## config.mk

```make
export PLATFORM = sky130hd
export DESIGN_NAME = wave_rom_sched
export DESIGN_NICKNAME = d
export VERILOG_FILES = /design/src/rtl/wave_pkg.sv /design/src/rtl/wave_cmd_fifo.sv /design/src/rtl/wave_rom_sched.sv
export SDC_FILE = /design/constraint.sdc
export NUM_CORES = 1
export LEC_CHECK = 0
export CAP_MARGIN = 20
export CORE_ASPECT_RATIO = 1.75
export CORE_MARGIN = 10
export CORE_UTILIZATION = 35
export CTS_BUF_LIST = sky130_fd_sc_hd__clkbuf_2 sky130_fd_sc_hd__clkbuf_4 sky130_fd_sc_hd__clkbuf_8
export DETAILED_ROUTE_END_ITERATION = 7
export GPL_ROUTABILITY_DRIVEN = 0
export GPL_TIMING_DRIVEN = 0
export PLACE_DENSITY_LB_ADDON = 0.2
export SYNTH_ARGS = -nofsm -noshare
export SYNTH_HDL_FRONTEND = slang
export SYNTH_SLANG_ARGS = --single-unit
```

## constraint.sdc

```tcl
create_clock -name I_CLK -period 4.4 [get_ports I_CLK]
set_input_delay 0.44 -clock I_CLK [delete_from_list [all_inputs] [get_ports I_CLK]]
set_output_delay 0.44 -clock I_CLK [all_outputs]
set_load 0.01 [all_outputs]
```

## src/rtl/wave_pkg.sv

```systemverilog
// Shared definitions for the wave sample player bank controller.
// Holds the bank geometry, the controller FSM state encoding and the
// layout of one queued CPU command.
package wave_pkg;

  localparam int NCHAN  = 8;   // player channels; slot encoding assumes 8
  localparam int AW     = 17;  // ROM byte-address width
  localparam int SLOT_W = 4;   // interleave slot counter width (2 slots per channel)
  localparam int CHAN_W = 3;   // channel index width

  typedef enum logic [1:0] {
    IDLE  = 2'd0,
    ALLOC = 2'd1,
    TRIG  = 2'd2,
    GAP   = 2'd3
  } state_t;

  // One queued command. auto_sel asks the allocator to pick the channel.
  typedef struct packed {
    logic              stop;
    logic              auto_sel;
    logic [CHAN_W-1:0] chan;
    logic [AW-1:0]     addr;
  } cmd_t;

endpackage

```

## src/rtl/wave_cmd_fifo.sv

```systemverilog
// Small synchronous command FIFO.
// Ports:
//   clk, rst_n       clock, asynchronous active-low reset (empties the FIFO)
//   push, wdata      write request and data; ignored while full
//   pop              read request; ignored while empty
//   rdata            head entry (valid while empty is low)
//   full, empty      occupancy flags
// There is no bypass path: a push into an empty FIFO is visible one clock later.
module wave_cmd_fifo #(
  parameter int WIDTH = 8,
  parameter int DEPTH = 4    // power of two, at least 2
) (
  input  logic             clk,
  input  logic             rst_n,
  input  logic             push,
  input  logic [WIDTH-1:0] wdata,
  input  logic             pop,
  output logic [WIDTH-1:0] rdata,
  output logic             full,
  output logic             empty
);

  localparam int PW = $clog2(DEPTH);

  logic [WIDTH-1:0] mem [DEPTH];
  logic [PW-1:0]    wr_ptr_reg;
  logic [PW-1:0]    rd_ptr_reg;
  logic [PW:0]      count_reg;
  logic             do_push;
  logic             do_pop;

  assign full    = (count_reg == (PW+1)'(DEPTH));
  assign empty   = (count_reg == '0);
  assign do_push = push & ~full;
  assign do_pop  = pop & ~empty;
  assign rdata   = mem[rd_ptr_reg];

  // Storage needs no reset; occupancy is tracked by the counters.
  always_ff @(posedge clk) begin
    if (do_push) mem[wr_ptr_reg] <= wdata;
  end

  always_ff @(posedge clk or negedge rst_n) begin
    if (!rst_n) begin
      wr_ptr_reg <= '0;
      rd_ptr_reg <= '0;
      count_reg  <= '0;
    end else begin
      if (do_push) wr_ptr_reg <= wr_ptr_reg + 1'b1;
      if (do_pop)  rd_ptr_reg <= rd_ptr_reg + 1'b1;
      case ({do_push, do_pop})
        2'b10:   count_reg <= count_reg + 1'b1;
        2'b01:   count_reg <= count_reg - 1'b1;
        default: count_reg <= count_reg;
      endcase
    end
  end

endmodule

```

## src/rtl/wave_rom_sched.sv

```systemverilog
// Controller for the 8-channel wave sample player bank.
// Owns the interleave slot counter, time-multiplexes the shared wave ROM
// port, and turns queued CPU play/stop commands into per-channel trigger
// and stop levels, allocating a free voice on request.
// Ports:
//   I_CLK, I_RSTn              clock, asynchronous active-low reset
//   I_CMD_*, O_CMD_READY       command push interface (ready = FIFO not full)
//   I_CH_ACTIVE, I_CH_ADDR     per-channel status / ROM address from players
//   O_H_CNT                    slot counter; channel k owns slots 2k, 2k+1
//   O_TRIG, O_TRIG_ADDR        one-hot trigger level and its start address
//   O_STOP                     per-channel stop request levels
//   O_ROM_ADDR, I_ROM_DATA     shared ROM port (1-clock read latency)
//   O_CH_DATA                  ROM data broadcast to all players
//   O_LAST_CHAN                channel of the most recently issued play
module wave_rom_sched
  import wave_pkg::*;
#(
  parameter int FIFO_DEPTH = 4,
  parameter int TRIG_CYC   = 2
) (
  input  logic                I_CLK,
  input  logic                I_RSTn,
  input  logic                I_CMD_VALID,
  output logic                O_CMD_READY,
  input  logic                I_CMD_STOP,
  input  logic                I_CMD_AUTO,
  input  logic [CHAN_W-1:0]   I_CMD_CHAN,
  input  logic [AW-1:0]       I_CMD_ADDR,
  input  logic [NCHAN-1:0]    I_CH_ACTIVE,
  input  logic [NCHAN*AW-1:0] I_CH_ADDR,
  output logic [SLOT_W-1:0]   O_H_CNT,
  output logic [NCHAN-1:0]    O_TRIG,
  output logic [AW-1:0]       O_TRIG_ADDR,
  output logic [NCHAN-1:0]    O_STOP,
  output logic [AW-1:0]       O_ROM_ADDR,
  input  logic [7:0]          I_ROM_DATA,
  output logic [7:0]          O_CH_DATA,
  output logic [CHAN_W-1:0]   O_LAST_CHAN
);

  localparam int TCW = $clog2(TRIG_CYC + 1);

  // Slot counter and ROM address mux
  logic [SLOT_W-1:0] h_cnt_reg;
  logic [SLOT_W-1:0] h_cnt_next;
  logic [AW-1:0]     rom_addr_reg;
  logic [AW-1:0]     ch_addr_arr [NCHAN];

  genvar gi;
  generate
    for (gi = 0; gi < NCHAN; gi++) begin : g_ch_addr
      assign ch_addr_arr[gi] = I_CH_ADDR[gi*AW +: AW];
    end
  endgenerate

  assign h_cnt_next = h_cnt_reg + 1'b1;

  // The address is captured on the edge entering the even (address) slot
  // and held through the odd (data) slot, independent of channel activity.
  always_ff @(posedge I_CLK or negedge I_RSTn) begin
    if (!I_RSTn) begin
      h_cnt_reg    <= '0;
      rom_addr_reg <= '0;
    end else begin
      h_cnt_reg <= h_cnt_next;
      if (!h_cnt_next[0]) rom_addr_reg <= ch_addr_arr[h_cnt_next[SLOT_W-1:1]];
    end
  end

  // Command FIFO
  logic [$bits(cmd_t)-1:0] fifo_wdata;
  logic [$bits(cmd_t)-1:0] fifo_rdata;
  logic                    fifo_full;
  logic                    fifo_empty;
  logic                    fifo_pop;
  cmd_t                    head_cmd;

  assign fifo_wdata = {I_CMD_STOP, I_CMD_AUTO, I_CMD_CHAN, I_CMD_ADDR};
  assign head_cmd   = cmd_t'(fifo_rdata);

  wave_cmd_fifo #(
    .WIDTH ($bits(cmd_t)),
    .DEPTH (FIFO_DEPTH)
  ) u_fifo (
    .clk   (I_CLK),
    .rst_n (I_RSTn),
    .push  (I_CMD_VALID),
    .wdata (fifo_wdata),
    .pop   (fifo_pop),
    .rdata (fifo_rdata),
    .full  (fifo_full),
    .empty (fifo_empty)
  );

  // Control state
  state_t             state_reg, state_next;
  logic [TCW-1:0]     trig_cnt_reg;
  logic [NCHAN-1:0]   trig_reg;
  logic [AW-1:0]      trig_addr_reg;
  logic [NCHAN-1:0]   stop_reg;
  logic [CHAN_W-1:0]  last_chan_reg;
  logic [CHAN_W-1:0]  rr_reg;
  logic [AW-1:0]      pend_addr_reg;

  logic               trig_enter;
  logic [CHAN_W-1:0]  enter_chan;
  logic [AW-1:0]      enter_addr;
  logic [NCHAN-1:0]   stop_set;
  logic               rr_adv;
  logic               free_found;
  logic [CHAN_W-1:0]  free_chan;

  // Lowest idle channel that is not already being stopped. Scanning
  // downwards lets the lowest index overwrite any higher match.
  always_comb begin
    free_found = 1'b0;
    free_chan  = '0;
    for (int k = NCHAN - 1; k >= 0; k--) begin
      if (!I_CH_ACTIVE[k] && !stop_reg[k]) begin
        free_found = 1'b1;
        free_chan  = CHAN_W'(k);
      end
    end
  end

  always_comb begin
    state_next = state_reg;
    fifo_pop   = 1'b0;
    trig_enter = 1'b0;
    enter_chan = '0;
    enter_addr = pend_addr_reg;
    stop_set   = '0;
    rr_adv     = 1'b0;
    case (state_reg)
      IDLE: begin
        if (!fifo_empty) begin
          fifo_pop = 1'b1;
          if (head_cmd.stop) begin
            stop_set = NCHAN'(1) << head_cmd.chan;
          end else if (head_cmd.auto_sel) begin
            state_next = ALLOC;
          end else begin
            state_next = TRIG;
            trig_enter = 1'b1;
            enter_chan = head_cmd.chan;
            enter_addr = head_cmd.addr;
          end
        end
      end
      ALLOC: begin
        state_next = TRIG;
        trig_enter = 1'b1;
        if (free_found) begin
          enter_chan = free_chan;
        end else begin
          enter_chan = rr_reg;
          rr_adv     = 1'b1;
        end
      end
      TRIG: begin
        if (trig_cnt_reg == TCW'(TRIG_CYC - 1)) state_next = GAP;
      end
      GAP: begin
        state_next = IDLE;
      end
      default: state_next = IDLE;
    endcase
  end

  always_ff @(posedge I_CLK or negedge I_RSTn) begin
    if (!I_RSTn) begin
      state_reg     <= IDLE;
      trig_cnt_reg  <= '0;
      trig_reg      <= '0;
      trig_addr_reg <= '0;
      stop_reg      <= '0;
      last_chan_reg <= '0;
      rr_reg        <= '0;
      pend_addr_reg <= '0;
    end else begin
      state_reg <= state_next;
      if (fifo_pop) pend_addr_reg <= head_cmd.addr;
      if (rr_adv)   rr_reg <= rr_reg + 1'b1;

      if (trig_enter) begin
        trig_reg      <= NCHAN'(1) << enter_chan;
        trig_addr_reg <= enter_addr;
        last_chan_reg <= enter_chan;
        trig_cnt_reg  <= '0;
      end else if (state_reg == TRIG) begin
        trig_cnt_reg <= trig_cnt_reg + 1'b1;
        if (state_next == GAP) trig_reg <= '0;
      end

      // Stop levels drop once the player reports idle; a new play to the
      // channel also cancels a pending stop.
      stop_reg <= ((stop_reg & I_CH_ACTIVE) | stop_set)
                  & ~(trig_enter ? (NCHAN'(1) << enter_chan) : NCHAN'(0));
    end
  end

  assign O_CMD_READY = ~fifo_full;
  assign O_H_CNT     = h_cnt_reg;
  assign O_ROM_ADDR  = rom_addr_reg;
  assign O_CH_DATA   = I_ROM_DATA;
  assign O_TRIG      = trig_reg;
  assign O_TRIG_ADDR = trig_addr_reg;
  assign O_STOP      = stop_reg;
  assign O_LAST_CHAN = last_chan_reg;

endmodule

```

# Word level (Yosys, flattened, before mapping)
# Memory sizes are Yosys's and may differ from the RTL's.
# Index checks and enable logic that the tools add are counted.
# word_totals
ff_bits	88
mem_bits_rw	88
out_inout_bits	66
mem_count	1
# classes
addsub	7
order_cmp	1
n_eq_ne	8
shift	2
mux	53
bitwise_logic	9
n_reduce_logical	30
# memory_table
memory	depth	word_bits	rd	rd_clocked_by_memory_dff	write_ports	line	source
u_fifo.mem	4	22	1	0	1	wave_cmd_fifo.sv:25	logic [WIDTH-1:0] mem [DEPTH];
# ops
operator	n
17-bit 2-to-1 mux	6
8-bit 2-to-1 mux	7
17-bit binary-select mux with 3-bit select	1
3-bit 2-to-1 mux	12
1-bit 2-to-1 mux	17
8-bit bitwise AND	2
1-bit logical NOT	16
1-bit by 3-bit left shift with 8-bit output, first input constant	2
2-bit 2-to-1 mux	6
3-bit case mux with 2 select lines	2
2-bit equality test, second input constant	4
1-bit logical AND	8
8-bit inverter	1
8-bit OR	1
2-bit case mux with 4 select lines	1
2-bit by 1-bit adder with 2-bit output, second input constant	3
3-bit by 1-bit adder with 3-bit output, second input constant	2
2-bit by 1-bit equality test with 1-bit output, second input constant	3
2-bit nonzero test	3
4-bit by 1-bit adder with 4-bit output, second input constant	1
4-bit greater-or-equal comparator, second input constant	1
3-bit inverter with 4-bit output	1
3-bit equality test, second input constant	1
3-bit logical NOT	1
6 further kinds	8

# Logic depth before layout (Yosys ltp)
# Gate-level depths: netlist (run 1).
# depth
depth_word	16
ltp_mapped	12

# Hierarchy
# From an unflattened synthesis (run 1), not the netlist that was laid out.
# hier_totals
cells_unflattened	600
hier_area_um2	8155.3
# modules_own_cells
module	instances	cells_each	area_each_um2
wave_rom_sched	1	447	4556.9
wave_cmd_fifo	1	153	3598.5

# Worst setup path before layout (run 1)
# No wires, ideal clock.
# synth_timing
path_kind	reg2reg
startpoint	reg state_reg[0]
endpoint	reg u_fifo.count_reg[2]
setup_ns	0.079
t_arrival_ns	2.573
required_ns	4.321
path_slack_ns	1.748
stages_incl_launch_ff	13
n_path_buf	2
path_cell_list	dfrtp_1 > inv_1 > ha_1 > o31ai_1 > inv_1 > clkbuf_1 > clkbuf_1 > ha_1 > inv_1 > fa_1 > xor2_1 > nor2_1 > xor2_1
# synth_via
elab_chain_cells	5
elab_cells_between_ends	7
classes_between	eq/ne: 2; mux: 2; bitwise: 1; reduce/logical: 2
# synth_lines
item	line	source
start, declared	wave_rom_sched.sv:96	state_t state_reg, state_next;
start signal, assigned	wave_rom_sched.sv:181	state_reg <= state_next;
2-bit logical NOT *	wave_rom_sched.sv:134	case (state_reg)
1-bit 2-to-1 mux *	wave_rom_sched.sv:134	
net fifo_pop	wave_rom_sched.sv:75	logic fifo_pop;
1-bit bitwise AND *	wave_cmd_fifo.sv:35	assign do_pop = pop & ~empty;
2-bit by 1-bit equality test with 1-bit output or 2-bit equality test (tied branches)	wave_cmd_fifo.sv:51	case ({do_push, do_pop})
3-bit case mux with 2 select lines or 2-bit nonzero test (tied branches)	--	
end signal, assigned	wave_cmd_fifo.sv:52	2'b10: count_reg <= count_reg + 1'b1;
end signal, assigned	wave_cmd_fifo.sv:53	2'b01: count_reg <= count_reg - 1'b1;
end signal, assigned	wave_cmd_fifo.sv:54	default: count_reg <= count_reg;
end, declared	wave_cmd_fifo.sv:28	logic [PW:0] count_reg;
# Mark *: on every way through the listed nets, which the timed path passes. The rest lies on a longest branch.
# A chain may end at the register's enable or synchronous reset.

# Worst setup path in the final report (run 1)
# layout_timing
startpoint	reg state_reg[1]
endpoint	reg u_fifo.count_reg[2]
# Same word-level chain as after synthesis.

==> impl_metrics.env, run 1 <==
export IMPL_drt_pass1_iter_count=4
export IMPL_p_leak_nw=4.35
export IMPL_die_height_um=222
export IMPL_yosysSeqAreaShare=0.593
export IMPL_synthesized_netlist_cell_count=571
export IMPL_rows=73
export IMPL_synth_edf_count=88
export IMPL_synthesized_area_fraction_occupied_by_and_or_nand_nor_cells=0.0705
export IMPL_placed_cells_incl_taps=1111
export IMPL_vias=5844
export IMPL_final_net_count=1020
export IMPL_timing_final_setup_violations=0
export IMPL_critical_path_arrival_ns=3.79
export IMPL_layout_commonest_cell="sky130_fd_sc_hd__clkdlybuf4s50_1"
export IMPL_htree_levels=4
export IMPL_synthesis_yosys_warnings=0
export IMPL_numPortBuffers=234
export IMPL_final_non_filler_cells=1144
export IMPL_detailedPlacementHpwl_mm=20.8
export IMPL_clockRootBuffer="sky130_fd_sc_hd__clkbuf_8"
export IMPL_area_growth_from_synthesis_to_layout_pct=39.7
export IMPL_post_drt_wl_per_cell_um=22.3
export IMPL_grt_start_max_net_pins=68
export IMPL_layout_common_cells="233 x sky130_fd_sc_hd__clkdlybuf4s50_1, 88 x sky130_fd_sc_hd__dfrtp_1, 88 x sky130_fd_sc_hd__edfxtp_1, 78 x sky130_fd_sc_hd__nand2_1, 55 x sky130_fd_sc_hd__mux4_2"
export IMPL_placeable_core_region_um2=22800
export IMPL_setup_tns_final_ns=0
export IMPL_mapped_avg_cell_area_um2=14.3
export IMPL_r2r_setup_slack_ns=0.99
export IMPL_synth_cell_area_um2=8170
export IMPL_worst_skew_pair_late_latency_ns=0.46
export IMPL_timing_clock_skew_ns=0.0127
export IMPL_cts_tree="done"
export IMPL_category_of_the_worst_setup_path_capture_point="flop"
export IMPL_place_area_um2=11000
export IMPL_worst_path_max_fanout=10
export IMPL_slew_viol_final=0
export IMPL_data_required_time_of_the_critical_path_ns=4.78
export IMPL_grt_pass1_wl_mm=38.8
export IMPL_fin_area_um2=11400
export IMPL_die_boundary_width_um=135
export IMPL_largest_family_of_logic_cells_by_synthesized_area="multiplexers"
export IMPL_timing_worst_slew_pin_value_ns=0.901
export IMPL_muxShareOfSynthArea=0.199
export IMPL_worst_slack_ns=0.992
export IMPL_detailedPlace_worstSlack_ns=1.03
export IMPL_slew_limit_headroom=0.400
export IMPL_worstHoldPathType="input port to async pin"
export IMPL_yosysTopAreaCell="sky130_fd_sc_hd__edfxtp_1"
export IMPL_cts_inserted_buffers=17
export IMPL_compound_gate_fraction_of_synth_area=0.0712
export IMPL_number_of_design_rule_violations_left_by_the_first_detailed_router_iteration=289
export IMPL_largest_register_ffs=88
export IMPL_synth_net_count=760
export IMPL_timing_critical_path_slowest_stage_cell="sky130_fd_sc_hd__clkbuf_1"
export IMPL_crit_path_cell_trace="inv_1 -> ha_1 -> o31ai_1 -> inv_1 -> clkbuf_1 -> clkbuf_1 -> ha_1 -> inv_1 -> fa_1 -> xor2_1 -> nor2_1 -> xor2_1"
export IMPL_final_core_util=0.500
export IMPL_diodes=0
export IMPL_ys_async_sr_fraction=0.500
export IMPL_status="completed"
export IMPL_timing_max_cap_violations=0
export IMPL_cts_clk_slew_worst_paths_ns=0.10
export IMPL_floorplan_initialDensity=0.358
export IMPL_detail_route_drc_violations=0
export IMPL_registers_top_by_ff_count="u_fifo.mem"
export IMPL_critical_path_top_cell_by_count="sky130_fd_sc_hd__inv_1"
export IMPL_ys_types=55
export IMPL_io_pins=243
export IMPL_routed_via_density=5.11
export IMPL_final_layout_size_suffix_gt1_frac=0.152
export IMPL_grt_setup_unrepaired="false"
export IMPL_grt_pass1_vias=6431
export IMPL_cts_path_max_buffers=2
export IMPL_clock_fmax_ghz=0.293
export IMPL_synth_largest_type_area_fraction=0.324
export IMPL_power_density_cell_area_nw_per_um2=517
export IMPL_overflow=0
export IMPL_grt_usage=0.169
export IMPL_synthXorXnorAreaFrac=0.0118
export IMPL_cpPeakStageDelay_ns=0.49
export IMPL_yosys_area_share_adder=0.0193
export IMPL_design_die_area_um2=30100
export IMPL_timing_setup_critical_path_class="flop to flop"
export IMPL_synth_flop_cell="sky130_fd_sc_hd__edfxtp_1"
export IMPL_post_route_period_util=0.774
export IMPL_timing_critical_path_from_type="flop"
export IMPL_synth_ff_latch_count=176
export IMPL_ir_drop_v=0.000199
export IMPL_hold_viol=0
export IMPL_antenna_violating_nets_post_route=0
export IMPL_synth_area_top_cells="sky130_fd_sc_hd__edfxtp_1 32%, sky130_fd_sc_hd__dfrtp_1 27%, sky130_fd_sc_hd__mux4_2 15%"
export IMPL_antenna_found_initial=0
export IMPL_finalWirelength_mm=25.5
export IMPL_finalWorstPathRequiredPeriod_ns=3.41
export IMPL_clock_sink_count=176
==> layer usage <==
| metal | global-route usage | vias to the layer above | part of all wire |
|---|---|---|---|
| li1 | - | 2666 | - |
| met1 | 0.163 | 2928 | 0.33 |
| met2 | 0.327 | 210 | 0.58 |
| met3 | 0.0429 | 40 | 0.058 |
| met4 | 0.0629 | 0 | 0.026 |
| met5 | 0 | - | 0 |
==> area by class of cell <==
class	count	area (um2)
Timing Repair Buffer	241	2490
Sequential cell	176	4840
Clock buffer	19	249
Inverter	23	86.3
Multi-Input combinational cell	335	3040
Fill cell	2027	11400
Buffer	37	198
Clock inverter	13	125
Tap cell	300	375
==> cells in the mapped netlist, types with 3 or more instances <==
cell,number
sky130_fd_sc_hd__o211ai_1,3
sky130_fd_sc_hd__xnor2_1,6
sky130_fd_sc_hd__nor2b_1,3
sky130_fd_sc_hd__and3_1,6
sky130_fd_sc_hd__nor3_1,3
sky130_fd_sc_hd__a22oi_1,6
sky130_fd_sc_hd__edfxtp_1,88
sky130_fd_sc_hd__xor2_1,5
sky130_fd_sc_hd__dfrtp_1,88
sky130_fd_sc_hd__buf_1,4
sky130_fd_sc_hd__buf_4,8
sky130_fd_sc_hd__mux2i_1,35
sky130_fd_sc_hd__nand2_1,78
sky130_fd_sc_hd__buf_2,11
sky130_fd_sc_hd__ha_1,11
sky130_fd_sc_hd__o22ai_1,8
sky130_fd_sc_hd__mux4_2,55
sky130_fd_sc_hd__o21ai_0,19
sky130_fd_sc_hd__a21oi_1,27
sky130_fd_sc_hd__nor2_1,27
sky130_fd_sc_hd__nand3_1,4
sky130_fd_sc_hd__clkbuf_1,12
sky130_fd_sc_hd__inv_1,23
==> repair_timing <==
item                                   in CTS  in global routing
hold buffers                                1                  0
gates resized for setup                     0                  0
setup buffers                               0                  0
endpoints found under the hold margin      21                  0
==> stage by stage <==
stage | hold slack (ns) | power [mW]
global route | 0.434 | 6.29
floorplan | 0.144 | 3.83
global placement | 0.457 | 4.76
detailed placement | 0.358 | 4.94
finish | 0.409 | 5.90
CTS | 0.397 | 5.99
==> cell families (layout without fill, tap and decap cells) <==
family	after synthesis	count (layout)
AND/OR/NAND/NOR	132	132
adder cells (fa/ha/maj)	12	12
XOR/XNOR	11	11
flip-flops	176	176
AO/OA/AOI/OAI	88	88
buffers and inverters	60	333
multiplexers	92	92
==> final timing paths <==
kind,start,endpoint,depth (start not counted)
max in group asynchronous,I_RSTn,pend_addr_reg[7],3
min in group I_CLK,pend_addr_reg[14],pend_addr_reg[14],2
hold reg to reg,pend_addr_reg[14],pend_addr_reg[14],2
setup / recovery,state_reg[1],u_fifo.count_reg[2],12
setup reg to reg,state_reg[1],u_fifo.count_reg[2],12
hold / removal,I_RSTn,O_STOP[7],2
==> worst max-delay path, delay by kind of cell, from the launching register on <==
| kind | cells | cell delay, ns |
|---|---|---|
| buf+inv | 5 | 1.25 |
| fa+ha+maj | 3 | 0.97 |
| flops | 1 | 0.44 |
| xor+xnor | 2 | 0.31 |
| compound gates | 1 | 0.23 |
| simple gates | 1 | 0.12 |
==> power by group <==
part | leakage [nW] | switching (mW) | internal, mW | total, mW
registers | 1.90 | 0.244 | 2.20 | 2.44
clock network | 0.183 | 0.613 | 0.426 | 1.04
logic | 2.26 | 1.28 | 1.14 | 2.42
No activity file was read; power rests on OpenSTA's default activity.
==> run 2: changes to the inputs <==
clock period = 3.3 ns   (was 4.4 ns; I/O delays follow)
==> run 2 against run 1 <==
Sequential power rose by 34%; critical path depth fell by 1; worst hold slack got worse by 0.11 ns.
==> impl_metrics.env, run 2 (synthesis results as in run 1) <==
export IMPL_finalWirelength_mm=25.4
export IMPL_die_height_um=222
export IMPL_hold_viol=0
export IMPL_combinational_power_share=0.409
export IMPL_overflow=0
export IMPL_timing_worst_slew_pin_value_ns=0.905
export IMPL_cts_path_max_buffers=2
export IMPL_io_pins=243
export IMPL_htree_levels=4
export IMPL_layout_commonest_cell="sky130_fd_sc_hd__clkdlybuf4s50_1"
export IMPL_grt_pass1_wl_mm=38.8
export IMPL_share_seq_of_total_power=0.415
export IMPL_grt_met1_usage=0.163
export IMPL_fin_area_um2=11400
export IMPL_grt_usage=0.169
export IMPL_detail_route_drc_violations=0
export IMPL_layout_common_cells="233 x sky130_fd_sc_hd__clkdlybuf4s50_1, 88 x sky130_fd_sc_hd__dfrtp_1, 88 x sky130_fd_sc_hd__edfxtp_1, 78 x sky130_fd_sc_hd__nand2_1, 55 x sky130_fd_sc_hd__mux4_2"
export IMPL_data_required_time_of_the_critical_path_ns=3.68
export IMPL_clock_sink_count=176
export IMPL_grt_pass1_vias=6431
export IMPL_slew_limit_headroom=0.397
export IMPL_placeable_core_region_um2=22800
export IMPL_hold_ws_ns=0.298
export IMPL_power_density_cell_area_nw_per_um2=689
export IMPL_timing_clock_skew_ns=0.0131
export IMPL_power_report_internal_total_mw=5.02
export IMPL_area_growth_from_synthesis_to_layout_pct=39.7
export IMPL_worstHoldPathType="input port to async pin"
export IMPL_routed_via_density=5.11
export IMPL_category_of_the_worst_setup_path_capture_point="flop"
export IMPL_drt_pass1_iter_count=4
export IMPL_globalRouteMet2Util=0.327
export IMPL_timing_critical_path_from_type="flop"
export IMPL_cts_inserted_buffers=17
export IMPL_worst_path_max_fanout=11
export IMPL_power_share_switching=0.362
export IMPL_clock_fmax_ghz=0.330
export IMPL_largest_register_ffs=88
export IMPL_worst_skew_pair_late_latency_ns=0.46
export IMPL_grt_setup_unrepaired="false"
export IMPL_rows=73
export IMPL_timing_max_cap_violations=0
export IMPL_post_route_period_util=0.919
export IMPL_cts_tree="done"
export IMPL_setup_tns_final_ns=0
export IMPL_diodes=0
export IMPL_number_of_design_rule_violations_left_by_the_first_detailed_router_iteration=304
export IMPL_p_leak_nw=4.35
export IMPL_finalWorstPathRequiredPeriod_ns=3.03
export IMPL_r2r_setup_slack_ns=0.27
export IMPL_design_die_area_um2=30100
export IMPL_most_used_layer_global_route="met2"
export IMPL_timing_setup_critical_path_class="flop to flop"
export IMPL_post_drt_wl_per_cell_um=22.3
export IMPL_clockRootBuffer="sky130_fd_sc_hd__clkbuf_8"
export IMPL_floorplan_initialDensity=0.358
export IMPL_ir_drop_v=0.000265
export IMPL_critical_path_arrival_ns=3.41
export IMPL_final_net_count=1019
export IMPL_final_layout_size_suffix_gt1_frac=0.153
export IMPL_numPortBuffers=234
export IMPL_cts_repair_timing_setup_buffer_count=0
export IMPL_grt_start_max_net_pins=68
export IMPL_switching_power_mw=2.85
export IMPL_global_route_usage_met3=0.0429
export IMPL_cts_clk_slew_worst_paths_ns=0.10
export IMPL_die_boundary_width_um=135
export IMPL_vias=5845
export IMPL_status="completed"
export IMPL_antenna_found_initial=0
export IMPL_detailedPlacementHpwl_mm=20.8
export IMPL_place_area_um2=11000
export IMPL_registers_top_by_ff_count="u_fifo.mem"
export IMPL_antenna_violating_nets_post_route=0
export IMPL_clkPwrFrac=0.176
export IMPL_timing_final_setup_violations=0
export IMPL_slew_viol_final=0
## run 2: stage by stage
stage / utilization / setup slack [ns] / cells / power [mW]
4_1_cts: 0.500 / 0.0699 / 1144 / 7.99
5_1_grt: 0.500 / 0.0586 / 1143 / 8.38
2_1_floorplan: - / 0.648 / 571 / 5.11
6_report: 0.500 / 0.267 / 1143 / 7.86
3_3_place_gp: 0.477 / -1.12 / 1105 / 6.35
3_5_place_dp: 0.483 / -0.0728 / 1111 / 6.59
## run 2: final timing paths
check	to	startpoint	depth (start not counted)
max reg2reg	u_fifo.count_reg[2]	state_reg[1]	11
min	O_STOP[7]	I_RSTn	2
max	u_fifo.count_reg[2]	state_reg[1]	11
max in group asynchronous	pend_addr_reg[9]	I_RSTn	3
min reg2reg	pend_addr_reg[14]	pend_addr_reg[14]	2
min in group I_CLK	pend_addr_reg[14]	pend_addr_reg[14]	2
## run 2: final cells by class
cell class	instances	area, um2
fill	2028	11400
sequential	176	4840
multi-input combinational	335	3040
timing repair buffer	241	2490
tap	300	375
clock buffer	19	249
buffer	36	195
clock inverter	13	125
inverter	23	86.3
## run 2: routing by layer
layer  share of wire  wire length (um)  up-vias
li1                -                 -     2665
met1            0.33              8450     2916
met2            0.58             14800      225
met3           0.059              1510       39
met4           0.026               667        0
met5               0                 0        -
## run 2: power groups by stage
stage | Combinational, mW | Sequential (mW) | Clock (mW)
after global placement | 3.07 | 3.28 | 0
after floorplan | 1.81 | 3.29 | 0
after global routing | 3.55 | 3.32 | 1.51
after CTS | 3.29 | 3.27 | 1.43
final | 3.22 | 3.26 | 1.38
after detailed placement | 3.27 | 3.32 | 0
## run 2: worst max-delay path, stage by stage (launching register included)
cell,delay (ns)
sky130_fd_sc_hd__dfrtp_1,0.44
sky130_fd_sc_hd__inv_1,0.11
sky130_fd_sc_hd__ha_1,0.26
sky130_fd_sc_hd__o31ai_1,0.23
sky130_fd_sc_hd__inv_1,0.40
sky130_fd_sc_hd__clkbuf_2,0.35
sky130_fd_sc_hd__ha_1,0.23
sky130_fd_sc_hd__inv_1,0.07
sky130_fd_sc_hd__fa_1,0.43
sky130_fd_sc_hd__xor2_1,0.15
sky130_fd_sc_hd__nor2_1,0.12
sky130_fd_sc_hd__xor2_1,0.16
## run 2: timing repair
item	in CTS	in global routing
gates resized for setup	1	0
hold endpoints to repair	21	0
hold buffers	1	0
endpoints found under the setup margin	1	1
